===== config.mk =====
export PLATFORM = sky130hd
export DESIGN_NAME = fir_input_stage
export DESIGN_NICKNAME = d
export VERILOG_FILES = /design/src/rtl/fir_pkg.sv /design/src/rtl/sample_fifo_ram.sv /design/src/rtl/fir_input_stage.sv
export SDC_FILE = /design/constraint.sdc
export NUM_CORES = 1
export LEC_CHECK = 0
export ABC_AREA = 1
export CAP_MARGIN = 10
export CORE_MARGIN = 5
export CORE_UTILIZATION = 50
export CTS_BUF_LIST = sky130_fd_sc_hd__clkbuf_16
export CTS_CLUSTER_DIAMETER = 200
export DETAILED_ROUTE_END_ITERATION = 7
export PLACE_DENSITY_LB_ADDON = 0.08
export SYNTH_ARGS = -nofsm -noshare
export SYNTH_HDL_FRONTEND = slang
export SYNTH_SLANG_ARGS = --single-unit

===== constraint.sdc =====
create_clock -name clk -period 4.26 [get_ports clk]
set_input_delay 0.852 -clock clk [delete_from_list [all_inputs] [get_ports clk]]
set_output_delay 0.852 -clock clk [all_outputs]
set_load 0.03 [all_outputs]

===== src/rtl/fir_pkg.sv =====
// Shared defaults and loader state encoding for the FIR input stage.
package fir_pkg;
    localparam int DEF_DATA_W   = 16;
    localparam int DEF_COEF_W   = 16;
    localparam int DEF_NUM_COEF = 4;
    localparam int DEF_DEPTH    = 8;

    typedef enum logic {
        COEF_LOAD  = 1'b0,
        COEF_READY = 1'b1
    } coef_state_t;
endpackage


===== src/rtl/sample_fifo_ram.sv =====
// Sample storage: one synchronous write port, one asynchronous read port.
module sample_fifo_ram #(
    parameter int DATA_W = 16,
    parameter int DEPTH  = 8,
    localparam int PTR_W = $clog2(DEPTH)
) (
    input  logic              clk,
    input  logic              we_i,
    input  logic [PTR_W-1:0]  waddr_i,
    input  logic [DATA_W-1:0] wdata_i,
    input  logic [PTR_W-1:0]  raddr_i,
    output logic [DATA_W-1:0] rdata_o
);
    logic [DATA_W-1:0] mem_q [DEPTH];

    always_ff @(posedge clk) begin
        if (we_i) mem_q[waddr_i] <= wdata_i;
    end

    assign rdata_o = mem_q[raddr_i];
endmodule


===== src/rtl/fir_input_stage.sv =====
// Show-ahead sample FIFO plus serial coefficient loader feeding the multiplier FSM.
module fir_input_stage #(
    parameter int DATA_W   = fir_pkg::DEF_DATA_W,
    parameter int COEF_W   = fir_pkg::DEF_COEF_W,
    parameter int NUM_COEF = fir_pkg::DEF_NUM_COEF,
    parameter int DEPTH    = fir_pkg::DEF_DEPTH,
    localparam int CNT_W   = $clog2(DEPTH+1)
) (
    input  logic                       clk,
    input  logic                       reset,
    input  logic                       PushIn,
    input  logic [DATA_W-1:0]          DataIn,
    input  logic                       PushCoef,
    input  logic [COEF_W-1:0]          CoefIn,
    input  logic                       fifoPullOut,
    output logic                       fifo_empty,
    output logic                       fifo_full,
    output logic [CNT_W-1:0]           fifo_count,
    output logic [DATA_W-1:0]          DataOut,
    output logic [NUM_COEF*COEF_W-1:0] coef_bus,
    output logic                       coef_ready,
    output logic                       overflow,
    output logic                       underflow
);
    import fir_pkg::*;

    localparam int PTR_W = $clog2(DEPTH);
    localparam int IDX_W = $clog2(NUM_COEF);
    localparam logic [IDX_W-1:0] LAST_IDX = IDX_W'(NUM_COEF-1);

    logic [PTR_W-1:0]  wr_ptr_q, wr_ptr_d, rd_ptr_q, rd_ptr_d;
    logic [CNT_W-1:0]  count_q, count_d;
    logic              empty_q, full_q, ovf_q, ovf_d, unf_q, unf_d;
    logic [DATA_W-1:0] hold_q, rdata;
    logic              push_ok, pull_ok;

    sample_fifo_ram #(.DATA_W(DATA_W), .DEPTH(DEPTH)) u_ram (
        .clk     (clk),
        .we_i    (push_ok),
        .waddr_i (wr_ptr_q),
        .wdata_i (DataIn),
        .raddr_i (rd_ptr_q),
        .rdata_o (rdata)
    );

    // A pull frees the slot in the same cycle, so a push at full still lands.
    always_comb begin
        pull_ok  = fifoPullOut & ~empty_q;
        push_ok  = PushIn & ~PushCoef & (~full_q | pull_ok);
        wr_ptr_d = push_ok ? wr_ptr_q + PTR_W'(1) : wr_ptr_q;
        rd_ptr_d = pull_ok ? rd_ptr_q + PTR_W'(1) : rd_ptr_q;
        count_d  = count_q;
        if (push_ok && !pull_ok)      count_d = count_q + CNT_W'(1);
        else if (pull_ok && !push_ok) count_d = count_q - CNT_W'(1);
        ovf_d = ovf_q | (PushIn & ~PushCoef & ~push_ok);
        unf_d = unf_q | (fifoPullOut & empty_q) | (PushIn & PushCoef);
    end

    always_ff @(posedge clk or posedge reset) begin
        if (reset) begin
            wr_ptr_q <= '0;
            rd_ptr_q <= '0;
            count_q  <= '0;
            empty_q  <= 1'b1;
            full_q   <= 1'b0;
            ovf_q    <= 1'b0;
            unf_q    <= 1'b0;
            hold_q   <= '0;
        end else begin
            wr_ptr_q <= wr_ptr_d;
            rd_ptr_q <= rd_ptr_d;
            count_q  <= count_d;
            empty_q  <= (count_d == '0);
            full_q   <= (count_d == CNT_W'(DEPTH));
            ovf_q    <= ovf_d;
            unf_q    <= unf_d;
            if (!empty_q) hold_q <= rdata;
        end
    end

    // Coefficient loader
    coef_state_t state_q, state_d;
    logic [IDX_W-1:0] idx_q, idx_d, widx;
    logic [NUM_COEF-1:0][COEF_W-1:0] coef_q;

    always_ff @(posedge clk or posedge reset) begin
        if (reset) begin
            state_q <= COEF_LOAD;
            idx_q   <= '0;
        end else begin
            state_q <= state_d;
            idx_q   <= idx_d;
        end
    end

    always_comb begin
        state_d = state_q;
        idx_d   = idx_q;
        if (PushCoef) begin
            case (state_q)
                COEF_LOAD: begin
                    if (idx_q == LAST_IDX) begin
                        state_d = COEF_READY;
                        idx_d   = '0;
                    end else begin
                        idx_d = idx_q + IDX_W'(1);
                    end
                end
                COEF_READY: begin
                    state_d = COEF_LOAD;
                    idx_d   = IDX_W'(1);
                end
                default: state_d = COEF_LOAD;
            endcase
        end
    end

    always_comb begin
        coef_ready = (state_q == COEF_READY);
        widx       = (state_q == COEF_READY) ? '0 : idx_q;
    end

    always_ff @(posedge clk or posedge reset) begin
        if (reset)         coef_q       <= '0;
        else if (PushCoef) coef_q[widx] <= CoefIn;
    end

    assign fifo_empty = empty_q;
    assign fifo_full  = full_q;
    assign fifo_count = count_q;
    assign DataOut    = empty_q ? hold_q : rdata;
    assign coef_bus   = coef_q;
    assign overflow   = ovf_q;
    assign underflow  = unf_q;
endmodule


# ---- Word level (Yosys, flattened, before mapping)
# Memory sizes are Yosys's and may differ from the RTL's.
# Cells that the tools add are included.
dict set report op_classes {
  order_cmp 2
  n_eq_ne 2
  n_reduce_logical 6
  addsub 5
  bitwise 15
  mux 13
}
# op count
set ops {}
lappend ops {{$bwmux 64} 1}
lappend ops {{$demux 16 s2} 1}
lappend ops {{$mux 16} 2}
lappend ops {{$mux 4} 2}
lappend ops {{$add 3x1->3 const B} 2}
lappend ops {{$and 1x1->1} 6}
lappend ops {{$not 1->1} 5}
lappend ops {{$add 4x1->4 const B} 1}
lappend ops {{$eq 4x4->1 const B} 1}
lappend ops {{$logic_not 4->1} 1}
lappend ops {{$mux 2} 2}
lappend ops {{$or 1x1->1} 4}
lappend ops {{$pmux 2 s2} 1}
lappend ops {{$sub 4x1->4 const B} 1}
lappend ops {{$logic_and 1x1->1} 3}
lappend ops {{$lt 2x3->1 const B} 1}
lappend ops {{$mux 1} 3}
lappend ops {{$add 2x1->2 const B} 1}
lappend ops {{$eq 2x2->1 const B} 1}
lappend ops {{$ge 2x1->1 const B} 1}
lappend ops {{$logic_not 1->1} 2}
lappend ops {{$pmux 1 s2} 1}
dict set report word_totals {
  memories 1
  wordCells 58
  regBits 97
  out_inout_bits 89
  ram_bits 128
  input_bits 37
}
# name depth width read_ports rd_ports_with_merged_regs write_ports line_no
set mem_list {}
lappend mem_list {u_ram.mem_q 8 16 1 0 1 sample_fifo_ram.sv:14} ;# logic [DATA_W-1:0] mem_q [DEPTH];

# ---- Depth between registers and ports, before layout
# Gate-level depths: netlist of the first run.
dict set report depth {
  depth_word 9
  depth_mapped 10
  ltp_nobuf 10
}

# ---- Cells and area by module
# From an unflattened synthesis of the first run, not the netlist that was laid out.
dict set report unflattened {
  hier_cells 976
  hier_area_um2 9520.4
}
# module seq_area_each_um2 cells_each area_per_inst_um2 instances
set modules_own_cells {}
lappend modules_own_cells {sample_fifo_ram 3843.7 571 5669.2 1}
lappend modules_own_cells {fir_input_stage 2428.6 405 3851.2 1}

# ---- Least setup slack after synthesis of the first run
# Ideal clock, no wire load.
dict set report synth_timing {
  path_type {input to register}
  startpoint {input PushIn}
  endpoint {memory u_ram.mem_q[0][0], enable pin}
  arrival_ns 2.063
  setup_slack_ns 1.808
  n_path_buf 0
  required_ns 3.872
  cell_stages 5
  cell_sequence {inv_1 -> nor2_4 -> nand2_1 -> or2_1 -> nor2_1}
}
dict set report synth_between {
  elab_chain_cells 4
}
# item line_no
set synth_rtl {}
lappend synth_rtl {{from (decl)} fir_input_stage.sv:11} ;# input logic PushIn,
lappend synth_rtl {{$and 1x1->1 (2 in a row)} fir_input_stage.sv:49} ;# push_ok = PushIn & ~PushCoef & (~full_q | pull_ok);
lappend synth_rtl {{$mux 1} sample_fifo_ram.sv:17} ;# if (we_i) mem_q[waddr_i] <= wdata_i;
lappend synth_rtl {{$mux 1 (not written as such)} sample_fifo_ram.sv:17}
lappend synth_rtl {{to (decl)} sample_fifo_ram.sv:14}
# No other way between the ends.

# ---- Worst setup path in the final report of the first run
dict set report layout_timing {
  startpoint {register rd_ptr_q[1]}
  endpoint {output DataOut[0]}
}
dict set report layout_between {
  elab_chain_cells 2
}
# item line_no
set layout_rtl {}
lappend layout_rtl {{from (decl)} fir_input_stage.sv:31} ;# logic [PTR_W-1:0] wr_ptr_q, wr_ptr_d, rd_ptr_q, rd_ptr_d;
lappend layout_rtl {{from (signal assigned)} fir_input_stage.sv:71} ;# rd_ptr_q <= rd_ptr_d;
lappend layout_rtl {{$mem_v2 8x16} n/a}
lappend layout_rtl {{$mux 16} fir_input_stage.sv:131} ;# assign DataOut = empty_q ? hold_q : rdata;
lappend layout_rtl {{to (decl)} fir_input_stage.sv:19} ;# output logic [DATA_W-1:0] DataOut,
# No other way between the ends.

==> impl_metrics.toml, run 1 <==
[run_status]
status = "finished clean"

[critical_path]
r2r-start = "fifo_empty"
crit_fanout = 37
rrSetupSlack_ns = 1.86
crit_path_end = "DataOut[0]"
cp_cell_sequence = "buf_12 > o211ai_1 > nand3_1 > nand3_1 > nand2_1 > clkdlybuf4s50_1"
worstPathArrival_ns = 2.72
worstSetupEndpointType = "output pin"
crit_type = "flip-flop to output pin"
reg2reg_to = "u_ram.mem_q[7][8]"
slowest_stage = "dfrtp_2"
max_stage_delay_ns = 0.86
critPathRequiredTime_ns = 3.41
startpoint = "rd_ptr_q[1]"
path_common_cell = "nand3_1"
ff2ff_path_depth = 8
cp-start-kind = "flip-flop"

[cts]
cts_resized = 0
insertion_delay_ns = 0.51
numCtsBuffers = 24
cts-root-buf = "clkbuf_16"
h-tree-depth = 1
hold_buffers = 0
clockBufferDepth = 3
clk_pin_slew_ns = 0.06
post-cts-setup-buffer-count = 0
cts.sink_count = 225
cts_tree = "yes"

[route]
firstDrtPassIters = 5
viasPerCell = 5.17
drt_iter0_drc = 338
routed_wl_um = 20300
routedWlPerCell_um = 17.4
num_vias = 6045
drc_errors = 0
postRouteAntennaNets = 0

[timing]
drv_slew = 0
fmax_ghz = 0.280
max_slew.worst_pin.slew_ns = 0.986
clock_skew_ns = 0.0103
maxSlewHeadroom_pct = 34.1
hold_slack_ns = 0.478
fin_crit_sh_pct = 83.9
hold_viol = 0
finalSetupViolations = 0
rsz0062_at_grt = "no"
period_minus_slack_ns = 3.57
timing.setup.tns_ns = 0

[placement]
hpwl_um = 13100
place_area_sq_um = 10700
gp_congestion = 0.857
portBuffers = 125

[floorplan]
coreArea_sq_um = 18000
initial_core_util_pct = 51.1
io-pin-count = 126
die_w_um = 146
die-area_sq_um = 21200
die_h_um = 146
std_cell_rows = 49

[pwr]
p_per_area_nw_per_um2 = 810
total_power_mw = 9.34
peakVddDrop_mv = 0.520
p_leak_nw = 4.78

[hold_path]
hold_path_depth = 2
hp-class = "flip-flop to flip-flop"

[logic_synthesis]
yosys_warnings = 0
synthArstFlopShare_pct = 43.1
synth-seq-cells = 225
synth_top_area_cell = "edfxtp_1"
yosys.area.top_type_share_pct = 41.8
synthDistinctLibCells = 32
post-synth-top-count-cell = "nand2_1"
yosys-top-cells-count = "nand2_1 (145), edfxtp_1 (128), inv_1 (100)"
synth_area_sq_um = 9200
ys_seq_area_share_pct = 68.1
synth_area_per_cell_sq_um = 11.6
synth_flop_cell = "edfxtp_1"
syn_nets = 835
ys_top_cells_by_area = "edfxtp_1 (42%), dfrtp_1 (26%), nand2_1 (5.9%)"
synth-edff-count = 128
postSynthCellCount = 793

[grt]
grt_start_max_net_pins = 104
grt.total_usage_pct = 19.3
grt-ovfl-total = 0
grt_antenna_before_repair = 1
grt_pass1_vias = 6326
grt_pass1_wl_um = 33400

[finish]
diodes = 0
final_nets = 965
syn_to_final_growth_pct = 25.2
layout-drive-gt1-share_pct = 13.2
fillers = 1421
design_area_sq_um = 11500

[flow_run]
cap_violations = 0
[worst max-delay path, delay by kind of cell (launching register included)]
family / cells / cell delay [ns]
AO/OA/AOI/OAI: 1 / 0.11
buffers and inverters: 2 / 0.95
flip-flops: 1 / 0.86
AND/OR/NAND/NOR: 3 / 0.27
[sequential cells by signal, summed over array words and instances, names as in the netlist, 2 cells and up]
| register | flops |
|---|---|
| coef_bus | 64 |
| idx_q | 2 |
| fifo_count | 4 |
| rd_ptr_q | 3 |
| wr_ptr_q | 3 |
| u_ram.mem_q | 128 |
| hold_q | 16 |
[how the worst min path moves through the flow]
stage | from | endpoint | slack, ns
finish | hold_q[14] | hold_q[14] | 0.48
global route | hold_q[13] | hold_q[13] | 0.51
CTS | hold_q[14] | hold_q[14] | 0.48
detailed placement | hold_q[14] | hold_q[14] | 0.47
global placement | hold_q[0] | hold_q[0] | 0.46
floorplan | wr_ptr_q[0] | wr_ptr_q[0] | 0.49
[final cells by class]
type	count	area (sq um)	share of cell area, %
inverters	103	394	3.42
well taps	229	287	2.49
clock inverters	18	208	1.80
repair buffers	143	1420	12.4
multi-input cells	426	2310	20.1
flip-flops and latches	225	6280	54.5
clock buffers	25	626	5.43
[layer usage]
| metal | GRT usage [%] | wire, um | share of wire (%) |
|---|---|---|---|
| met4 | 4.90 | 321 | 1.6 |
| met1 | 24.6 | 8520 | 42 |
| met5 | 0 | 12 | 0.059 |
| met2 | 34.0 | 10500 | 52 |
| met3 | 3.64 | 954 | 4.7 |
[through the flow]
stage,worst slack (ns),utilization (%),instances
floorplan,0.876,-,793
global placement,1.23,59.3,1126
detailed placement,1.23,59.3,1126
CTS,0.667,64.0,1169
global route,0.530,64.0,1169
finish,0.688,64.0,1169
[power breakdown]
part           leakage (nW)  total [mW]  switching [mW]  internal [mW]
Clock                 0.429        2.17           0.809           1.36
Sequential             2.34        3.28           0.439           2.84
Combinational          2.01        3.89            2.40           1.49
[cells in the final DEF, fill, tap and decap left out, drive strengths merged]
master         count
nand2            169
or2                1
a21oi             34
ha                 5
nand4              1
dfrtp             96
edfxtp           128
xor2               2
o21bai             1
clkdlybuf4s50    125
inv              108
xnor2              2
dfstp              1
nand3             60
nor3               1
o211ai            32
clkinvlp           1
o21ai            103
bufinv             5
clkinv             7
clkbuf            25
nor2              15
buf               18
[kinds of logic (layout without fill, tap and decap cells)]
| family | Yosys count | count (layout) | synth area share (%) |
|---|---|---|---|
| compound gates | 170 | 170 | 11.4 |
| flops | 225 | 225 | 68.1 |
| xor+xnor | 4 | 4 | 0.381 |
| fa+ha+maj | 5 | 5 | 0.680 |
| buf+inv | 142 | 289 | 6.73 |
| simple gates | 247 | 247 | 12.6 |
(Power assumes the default switching activity.)
==> inputs of run 2 (changes only) <==
- clock period: 4.26 -> 3.4 ns (I/O delays scaled with it)
==> run 2 against run 1 <==
  * Wire length down 0.44%
  * Count of clock-buffer cells in the layout down 1
  * Setup slack worse by 0.54 ns
==> impl_metrics.toml, run 2 (synthesized netlist as in run 1, its figures left out) <==
[grt]
grt.total_usage_pct = 19.1
grt_antenna_before_repair = 0
grt_pass1_wl_um = 33200
grt_start_max_net_pins = 67
grt-ovfl-total = 0
grt_pass1_vias = 6224

[timing]
timing.setup.tns_ns = 0
fin_crit_sh_pct = 95.6
rsz0062_at_grt = "no"
drv_slew = 0
fmax_ghz = 0.308
hold_slack_ns = 0.470
period_minus_slack_ns = 3.25
clock_skew_ns = 0.0146
hold_viol = 0
max_slew.worst_pin.slew_ns = 0.975
finalSetupViolations = 0
maxSlewHeadroom_pct = 34.9
finalWorstSetupSlack_ns = 0.151

[critical_path]
cpLargestDelayFamily = "buffers and inverters"
worstSetupEndpointType = "output pin"
worst-path-buf-inv = 2
cp-start-kind = "flip-flop"
worstPathArrival_ns = 2.57
cp_cell_sequence = "buf_12 > a21oi_1 > o21ai_0 > nand3_1 > nand3_1 > nand2_1 > clkdlybuf4s50_1"
critPathRequiredTime_ns = 2.72
max_stage_delay_ns = 0.67
slowest_stage = "clkdlybuf4s50_1"
crit_fanout = 66
crit_type = "flip-flop to output pin"
path_common_cell = "nand3_1"

[placement]
pre_cts_slack_ns = 0.618
portBuffers = 125
gp_congestion = 0.837
hpwl_um = 13300

[route]
postRouteAntennaNets = 0
drt_iter0_drc = 342
routedWlPerCell_um = 17.3
routed_wl_um = 20200
firstDrtPassIters = 5
viasPerCell = 5.13
drc_errors = 0
num_vias = 6007

[cts]
cts_resized = 0
numCtsBuffers = 23
clockBufferDepth = 3
cts-root-buf = "clkbuf_16"
cts_tree = "yes"
h-tree-depth = 1
insertion_delay_ns = 0.51
post-cts-setup-buffer-count = 0
clk_pin_slew_ns = 0.06
cts.sink_count = 225
hold_buffers = 0

[finish]
layout-drive-gt1-share_pct = 13.9
final_nets = 968
largest_reg_flops = 128
regMostFlops = "u_ram.mem_q"
mostFrequentLayoutCells = "nand2_1 (145), edfxtp_1 (128), clkdlybuf4s50_1 (120)"
diodes = 0
syn_to_final_growth_pct = 24.4
mostFrequentLayoutCell = "nand2_1"

[floorplan]
initial_core_util_pct = 51.1
std_cell_rows = 49
die_h_um = 146
io-pin-count = 126
die_w_um = 146
coreArea_sq_um = 18000
die-area_sq_um = 21200

[pwr]
peakVddDrop_mv = 0.637
p_per_area_nw_per_um2 = 991
p_leak_nw = 4.79

[flow_run]
cap_violations = 0

[run_status]
status = "finished clean"

[hold_path]
hp-class = "flip-flop to flip-flop"
[run 2: area by class of cell]
class / instances / area, sq um
well taps: 229 / 287
clock inverters: 18 / 116
inverters: 103 / 394
multi-input cells: 426 / 2310
clock buffers: 24 / 601
fillers: 1444 / 6570
repair buffers: 147 / 1470
flip-flops and latches: 225 / 6280
[run 2: path summary, 6_finish.rpt]
kind,end,slack [ns],depth (start not counted),from
hold / removal,hold_q[15],0.47,2,hold_q[15]
setup reg to reg,u_ram.mem_q[0][12],1.29,7,fifo_empty
hold reg to reg,hold_q[15],0.47,2,hold_q[15]
setup / recovery,DataOut[10],0.15,7,rd_ptr_q[0]
min in group asynchronous,coef_bus[54],0.67,2,reset
max in group asynchronous,coef_bus[34],1.99,3,reset
[run 2: layer usage]
layer  vias up  GRT usage, %  part of all wire [%]
li1       2945             -                     -
met1      2908          25.5                    44
met2       122          32.4                    50
met3        32          3.74                   4.6
met4         0          4.57                   1.6
met5         -             0                     0
[run 2: stage by stage]
| step | area (sq um) | total power, mW | cells | util (%) |
|---|---|---|---|---|
| after floorplan | 9200 | 7.16 | 793 | - |
| after global placement | 10700 | 8.97 | 1130 | 59.5 |
| after detailed placement | 10700 | 9.09 | 1130 | 59.5 |
| after CTS | 11400 | 11.5 | 1172 | 63.5 |
| after global routing | 11500 | 12.1 | 1172 | 63.5 |
| final | 11500 | 11.3 | 1172 | 63.5 |
[run 2: worst min-delay path, cell delays in order, from the launching register on]
cell,delay [ns]
dfrtp_1,0.32
nand2_1,0.05
nand2_1,0.07
[run 2: power by group]
group | internal, mW | switching (mW)
registers | 3.56 | 0.483
logic | 1.88 | 3.06
clock network | 1.36 | 1.01
total | 6.79 | 4.55
==> inputs of run 3 (changes only) <==
- CAP_MARGIN: 10 -> unset
- clock period: 3.4 -> 3.7 ns (I/O delays scaled with it)
==> run 3 against run 2 <==
  * Total power decreased by 7.5%
  * Critical path depth unchanged
  * Register-to-register slack improved by 0.34 ns
  * Via count increased by 0.75%
  * Global-route usage decreased by 0.13 points
  * Non-clock buffer count unchanged
  * Sequential share of layout area about the same
==> impl_metrics.toml, run 3 (synthesized netlist as in run 1, its figures left out) <==
[timing]
finalSetupViolations = 0
drv_slew = 0
max_slew.worst_pin.slew_ns = 0.939
hold_viol = 0
fmax_ghz = 0.308
hold_slack_ns = 0.476
fin_crit_sh_pct = 87.8
rsz0062_at_grt = "no"
timing.setup.tns_ns = 0
maxSlewHeadroom_pct = 37.2
period_minus_slack_ns = 3.25
clock_skew_ns = 0.0104
finalWorstSetupSlack_ns = 0.451

[finish]
diodes = 0
regMostFlops = "u_ram.mem_q"
mostFrequentLayoutCells = "nand2_1 (145), edfxtp_1 (128), clkdlybuf4s50_1 (125)"
syn_to_final_growth_pct = 24.5
design_area_sq_um = 11500
final_nets = 970
mostFrequentLayoutCell = "nand2_1"
layout-drive-gt1-share_pct = 13.2
largest_reg_flops = 128

[placement]
gp_congestion = 0.822
portBuffers = 125
pre_cts_slack_ns = 0.998
place_area_sq_um = 10700
hpwl_um = 13300

[cts]
numCtsBuffers = 25
h-tree-depth = 1
clockBufferDepth = 3
cts-root-buf = "clkbuf_16"
post-cts-setup-buffer-count = 0
cts_tree = "yes"
cts.sink_count = 225
hold_buffers = 0
insertion_delay_ns = 0.50
cts_resized = 0
clk_pin_slew_ns = 0.06

[route]
wl_met3_um = 1060
viasPerCell = 5.15
met2_length_um = 10100
wl_met1_um = 8920
postRouteAntennaNets = 0
num_vias = 6052
routed.top_layer = "met5"
drc_errors = 0
routed_wl_um = 20300
routedWlPerCell_um = 17.3
drt_iter0_drc = 391
firstDrtPassIters = 5

[flow_run]
cap_violations = 0

[floorplan]
coreArea_sq_um = 18000
die-area_sq_um = 21200
die_w_um = 146
die_h_um = 146
std_cell_rows = 49
io-pin-count = 126
initial_core_util_pct = 51.1

[critical_path]
worstSetupEndpointType = "output pin"
worstPathArrival_ns = 2.51
crit_fanout = 81
crit_type = "flip-flop to output pin"
startpoint = "rd_ptr_q[0]"
cp-start-kind = "flip-flop"
r2r-start = "fifo_empty"
critPathRequiredTime_ns = 2.96

[grt]
grt_pass1_vias = 6242
grt_start_max_net_pins = 82
grt_antenna_before_repair = 1
grt-ovfl-total = 0
grt.total_usage_pct = 19.0
grt_pass1_wl_um = 33000

[hold_path]
min-delay-start = "hold_q[15]"
hp-class = "flip-flop to flip-flop"

[pwr]
peakVddDrop_mv = 0.638
total_power_mw = 10.5
p_leak_nw = 4.77
p_per_area_nw_per_um2 = 915

[run_status]
status = "finished clean"
==> run 3: cell types whose count changed in the layout (fill, tap and decap cells not counted) <==
cell / previous run / this run
clkinv_1: 4 / 5
dlymetal6s2s_1: 5 / 0
inv_4: 4 / 3
clkdlybuf4s50_1: 120 / 125
inv_2: 2 / 1
clkinv_2: 9 / 5
clkbuf_16: 24 / 25
inv_6: 1 / 0
inv_1: 99 / 107
==> run 3: per-stage QoR <==
stage / util [%] / instances
2_1_floorplan: - / 793
3_3_place_gp: 59.5 / 1130
3_5_place_dp: 59.5 / 1130
4_1_cts: 63.6 / 1175
5_1_grt: 63.6 / 1175
6_report: 63.6 / 1175
==> run 3: worst paths after layout <==
check	endpoint	slack, ns	cells past startpoint
setup / recovery	DataOut[1]	0.45	7
hold / removal	hold_q[15]	0.48	2
setup reg to reg	u_ram.mem_q[1][8]	1.63	8
hold reg to reg	hold_q[15]	0.48	2
max in group asynchronous	coef_bus[16]	2.40	3
min in group asynchronous	coef_bus[23]	0.65	2
==> run 3: critical path, cell delays in order (launching register included) <==
cell and delay (ns):
dfrtp_4 0.50, buf_12 0.22, a21oi_1 0.19, o21ai_0 0.11
nand3_1 0.09, nand3_1 0.09, nand2_1 0.10, clkdlybuf4s50_1 0.67
==> run 3: power breakdown <==
group / leakage [nW] / internal [mW] / switching, mW / total, mW
Combinational: 2.03 / 1.73 / 2.90 / 4.63
Sequential: 2.34 / 3.27 / 0.380 / 3.65
Clock: 0.395 / 1.29 / 0.925 / 2.21
==> run 3: final cells by class <==
class	count	area (sq um)
tap	229	287
sequential	225	6280
timing repair buffer	147	1450
multi-input combinational	426	2310
clock inverter	20	111
clock buffer	25	626
inverter	103	394
fill	1429	6560
==> run 3: layer usage <==
metal | GRT usage [%] | up-vias
met5 | 0 | -
met4 | 4.20 | 2
met1 | 26.2 | 2923
met2 | 31.5 | 155
met3 | 3.67 | 25
li1 | - | 2947
